===== config.mk =====
export PLATFORM = sky130hd
export DESIGN_NAME = skid_buffer
export DESIGN_NICKNAME = d
export VERILOG_FILES = /design/src/rtl/skids_pkg.sv /design/src/rtl/skid_buffer_if.sv /design/src/rtl/skid_slot.sv /design/src/rtl/skid_buffer.sv
export SDC_FILE = /design/constraint.sdc
export NUM_CORES = 1
export LEC_CHECK = 0
export CELL_PAD_IN_SITES_DETAIL_PLACEMENT = 0
export CELL_PAD_IN_SITES_GLOBAL_PLACEMENT = 1
export CORE_MARGIN = 2
export CORE_UTILIZATION = 36
export DETAILED_ROUTE_END_ITERATION = 8
export PLACE_DENSITY_LB_ADDON = 0.1
export SYNTH_ARGS = -nofsm -noshare
export SYNTH_HDL_FRONTEND = slang
export SYNTH_SLANG_ARGS = --single-unit

===== constraint.sdc =====
create_clock -name i_clk -period 2.1 [get_ports i_clk]
set_clock_uncertainty 0.2 [all_clocks]
set_input_delay 0.315 -clock i_clk [delete_from_list [all_inputs] [get_ports i_clk]]
set_output_delay 0.315 -clock i_clk [all_outputs]
set_load 0.005 [all_outputs]

===== src/rtl/skids_pkg.sv =====
// Shared types for the skid buffer.
// Slot state encoding and small helpers.
package skids_pkg;

    typedef enum logic [1:0] {
        EMPTY = 2'd0,
        ONE   = 2'd1,
        FULL  = 2'd2
    } skid_state_t;

    // Upstream may push while at most one entry is held.
    function automatic logic can_accept(input skid_state_t s);
        return (s == EMPTY) || (s == ONE);
    endfunction

    // Downstream sees data whenever OUT holds an entry.
    function automatic logic has_data(input skid_state_t s);
        return (s == ONE) || (s == FULL);
    endfunction

endpackage


===== src/rtl/skid_buffer_if.sv =====
// Valid/ready stream bundle.
// W is payload width per lane, N the lane count.
interface skid_buffer_if #(
    parameter int W = 32,
    parameter int N = 1
);

    logic [N-1:0]   valid;
    logic [N-1:0]   ready;
    logic [N*W-1:0] data;

    modport master (
        output valid,
        output data,
        input  ready
    );

    modport slave (
        input  valid,
        input  data,
        output ready
    );

endinterface


===== src/rtl/skid_slot.sv =====
// One channel of the skid buffer.
// Two-entry OUT/SKID store; all outputs come from flops.
module skid_slot
    import skids_pkg::*;
#(
    parameter int DATA_W = 32
) (
    input  logic          clk,
    input  logic          rst_n,
    input  logic          flush,
    skid_buffer_if.slave  s_if,
    skid_buffer_if.master m_if,
    output logic          full
);

    skid_state_t       state_q;
    skid_state_t       state_d;
    logic [DATA_W-1:0] out_q;
    logic [DATA_W-1:0] out_d;
    logic [DATA_W-1:0] skid_q;
    logic [DATA_W-1:0] skid_d;

    logic              in_v;
    logic              dn_r;
    logic [DATA_W-1:0] in_d;

    assign in_v = s_if.valid[0];
    assign in_d = s_if.data[DATA_W-1:0];
    assign dn_r = m_if.ready[0];

    // Next state and data moves; flush empties without touching data.
    always_comb begin
        state_d = state_q;
        out_d   = out_q;
        skid_d  = skid_q;
        case (state_q)
            EMPTY: begin
                if (in_v) begin
                    out_d   = in_d;
                    state_d = ONE;
                end
            end
            ONE: begin
                if (in_v && dn_r) begin
                    out_d = in_d;
                end else if (in_v) begin
                    skid_d  = in_d;
                    state_d = FULL;
                end else if (dn_r) begin
                    state_d = EMPTY;
                end
            end
            FULL: begin
                if (dn_r) begin
                    out_d   = skid_q;
                    state_d = ONE;
                end
            end
            default: begin
                state_d = EMPTY;
            end
        endcase
        if (flush) begin
            state_d = EMPTY;
            out_d   = out_q;
            skid_d  = skid_q;
        end
    end

    // State and payload registers.
    always_ff @(posedge clk or negedge rst_n) begin
        if (!rst_n) begin
            state_q <= EMPTY;
            out_q   <= '0;
            skid_q  <= '0;
        end else begin
            state_q <= state_d;
            out_q   <= out_d;
            skid_q  <= skid_d;
        end
    end

    assign s_if.ready = can_accept(state_q);
    assign m_if.valid = has_data(state_q);
    assign m_if.data  = out_q;
    assign full       = (state_q == FULL);

endmodule


===== src/rtl/skid_buffer.sv =====
// Multi-channel registered skid buffer.
// Slices the packed buses into independent skid_slot channels.
module skid_buffer #(
    parameter int DATA_W = 32,
    parameter int NUM_CH = 1
) (
    input  logic                     i_clk,
    input  logic                     i_reset_n,
    input  logic                     i_flush,
    input  logic [NUM_CH-1:0]        i_valid,
    input  logic [NUM_CH*DATA_W-1:0] i_din,
    output logic [NUM_CH-1:0]        o_ready,
    output logic [NUM_CH-1:0]        o_valid,
    output logic [NUM_CH*DATA_W-1:0] o_dout,
    input  logic [NUM_CH-1:0]        i_ready,
    output logic [NUM_CH-1:0]        o_full
);

    for (genvar c = 0; c < NUM_CH; c++) begin : g_ch

        skid_buffer_if #(.W(DATA_W), .N(1)) up_if ();
        skid_buffer_if #(.W(DATA_W), .N(1)) dn_if ();

        assign up_if.valid = i_valid[c];
        assign up_if.data  = i_din[c*DATA_W +: DATA_W];
        assign o_ready[c]  = up_if.ready[0];

        assign dn_if.ready = i_ready[c];
        assign o_valid[c]  = dn_if.valid[0];
        assign o_dout[c*DATA_W +: DATA_W] = dn_if.data;

        skid_slot #(
            .DATA_W (DATA_W)
        ) u_slot (
            .clk   (i_clk),
            .rst_n (i_reset_n),
            .flush (i_flush),
            .s_if  (up_if.slave),
            .m_if  (dn_if.master),
            .full  (o_full[c])
        );

    end

endmodule


==> impl_metrics.json <==
{
  "wl_met2_mm": 3.32,
  "synth-seq-area-share_pct": 55.1,
  "htreeDepth": 3,
  "drc": 0,
  "critPathTopFamily": "buffers and inverters",
  "fin_crit_sh_pct": 104,
  "ir_drop_uv": 715,
  "grt_pass1_vias": 2017,
  "fp.dieH_um": 95.2,
  "cpMaxStageDelayCell": "dfrtp_1",
  "grt_pass1_wl_mm": 10.3,
  "violations": "negative setup slack",
  "fmax_ghz": 0.459,
  "final_cell_mix": "67 x clkdlybuf4s50_1, 66 x dfrtp_1, 60 x mux2_2",
  "clockBufferDepth": 2,
  "design.core.area_um2": 8130,
  "syn-num-nets": 238,
  "min_period_ps": 2180,
  "fin_ws_ps": -79.1,
  "cp-end-kind": "flop",
  "num_rows": 33,
  "power_density_nw_per_um2": 1300,
  "syn_avg_cell_area_um2": 15.3,
  "dp_cells": 378,
  "slew_violations": 0,
  "wl_met1_mm": 3.05,
  "post-place-ws_ps": -265,
  "cp_num_buf_inv": 3,
  "first_pass_iters": 4,
  "clock_sinks": 66,
  "stdcell_count": 412,
  "dieArea_um2": 9070,
  "maxSlewHeadroom_pct": 71.8,
  "via_count": 1944,
  "ys_types": 19,
  "clock_latency_ps": 330,
  "crit_fanout": 8,
  "grt_usage_pct": 15.3,
  "path_cells": "buf_6 -> ha_4 -> or2_4 -> a2111oi_4 -> buf_4 -> buf_12 -> mux2_4",
  "synth_top_cell_by_area": "dfrtp_1",
  "antenna_found_initial": 0,
  "postPlaceCellArea_um2": 3940,
  "final_area_um2": 4650,
  "drt_iter0_drc": 57,
  "cts.clk_slew.worst_paths_ps": 70,
  "cts_root_buf": "clkbuf_8",
  "setup_viol": 32,
  "rsz0062_at_grt": "yes",
  "route.met3.wl_um": 425,
  "cts_tree": "built",
  "grt_max_degree": 67,
  "gp_congestion": 0.715,
  "syn_inst": 196,
  "final_common_cell": "clkdlybuf4s50_1",
  "grt_remaining_overflow": 0,
  "status": "finished, violations left",
  "tightestPinTransition_ps": 421,
  "top_level_ports": 72,
  "slowest_delay_ps": 400,
  "synth_seq_cells": 66,
  "fin_nets": 344,
  "hpwl_mm": 3.84,
  "initial_core_util_pct": 36.8,
  "hp-class": "reg -> reg",
  "drv_cap": 0,
  "yosys-top-cells-area": "dfrtp_1 55%, mux2_2 33%, mux2_1 3.8%",
  "antenna_cells": 0,
  "required_ps": 2120,
  "ys_warn_count": 0,
  "die-width_um": 95.2,
  "top_layer": "met4",
  "netlist.area_leader.share_pct": 55.1,
  "port_buffers": 71,
  "drive_gt1_share_pct": 52.8,
  "ant_nets": 0,
  "synth_area_um2": 3000,
  "crit_type": "reg -> reg",
  "vias_per_cell": 4.72,
  "leakage_nw": 2.01,
  "utilization_pct": 57.1,
  "wl_mm": 6.84,
  "wl_per_cell_um": 16.6,
  "hold_viol_final": 0,
  "cp-start-kind": "flop",
  "arrival_ps": 2200,
  "cts_buffers": 9,
  "areaGrowthSynthToFinish_pct": 55.1
}
## flip-flops by register name, indices dropped and copies added, names as in the netlist
signal and flops:
g_ch.u_slot.state_q 2, g_ch.u_slot.m_if.data 32, g_ch.u_slot.skid_q 32
## stage by stage
| stage | power [W] | hold slack, ps | TNS (ps) |
|---|---|---|---|
| 2_1_floorplan | 0.00316 | -181 | 0 |
| 3_3_place_gp | 0.00416 | 167 | -10970 |
| 3_5_place_dp | 0.00421 | 165 | -12720 |
| 4_1_cts | 0.00604 | 309 | -3750 |
| 5_1_grt | 0.00641 | 318 | -5760 |
| 6_report | 0.00605 | 304 | -2220 |
## path summary, 6_finish.rpt
| path | from | end | slack, ps | depth (start not counted) |
|---|---|---|---|---|
| max in group asynchronous | i_reset_n | g_ch[0].u_slot.m_if.data[3]$_DFFE_PN0P_ | 1080 | 3 |
| max | g_ch[0].u_slot.state_q[1]$_DFFE_PN0P_ | g_ch[0].u_slot.m_if.data[31]$_DFFE_PN0P_ | -80 | 7 |
| min in group asynchronous | i_reset_n | g_ch[0].u_slot.skid_q[6]$_DFFE_PN0P_ | 310 | 3 |
| min reg2reg | g_ch[0].u_slot.skid_q[26]$_DFFE_PN0P_ | g_ch[0].u_slot.skid_q[26]$_DFFE_PN0P_ | 300 | 1 |
| min | g_ch[0].u_slot.skid_q[26]$_DFFE_PN0P_ | g_ch[0].u_slot.skid_q[26]$_DFFE_PN0P_ | 300 | 1 |
| max reg2reg | g_ch[0].u_slot.state_q[1]$_DFFE_PN0P_ | g_ch[0].u_slot.m_if.data[31]$_DFFE_PN0P_ | -80 | 7 |
## synth_stat cells (all sizes together)
library cell / instances
mux2: 97
dfrtp: 66
buf: 7
ha: 5
clkbuf: 3
inv: 2
nand2: 2
nor2: 2
nor2b: 2
nor3: 2
or2: 2
a2111oi: 1
a211oi: 1
mux2i: 1
nand2b: 1
nand3b: 1
xnor2: 1
## routing by layer
layer / track usage, % / up-vias
met5: 0 / -
met4: 3.26 / 0
met3: 6.25 / 4
met2: 23.8 / 48
met1: 20.2 / 984
li1: - / 908
## area by class of cell
| class | count | area (µm²) |
|---|---|---|
| repair buffers | 105 | 1100 |
| well taps | 105 | 131 |
| clock buffers | 11 | 151 |
| fillers | 696 | 3490 |
| clock inverters | 5 | 100 |
| flip-flops and latches | 66 | 1650 |
| inverters | 2 | 10.0 |
| multi-input cells | 118 | 1500 |
## logic make-up (layout without fill, tap and decap cells)
logic type,count (synthesis),in the layout,share of synthesized area [%]
AO/OA/AOI/OAI,2,2,1.17
XOR/XNOR,1,1,0.292
adder cells (fa/ha/maj),5,5,2.09
buffers and inverters,12,123,2.42
flip-flops,66,66,55.1
multiplexers,98,98,36.8
AND/OR/NAND/NOR,12,12,2.13
## what timing repair did
action	CTS	global route
resized for setup	43	35
hold endpoints to repair	66	0
pin swaps	2	4
hold buffers	1	0
setup endpoints to repair	34	66
setup buffers	11	3
gates cloned	3	4
## report_power, final
part	total, W	internal (W)	leakage [nW]	switching (W)
clock network	0.00133	0.000850	0.129	0.000479
logic	0.00247	0.00175	1.09	0.000715
registers	0.00225	0.00191	0.793	0.000333
total	0.00605	0.00452	2.01	0.00153
Power figures use the tool's default switching activity.
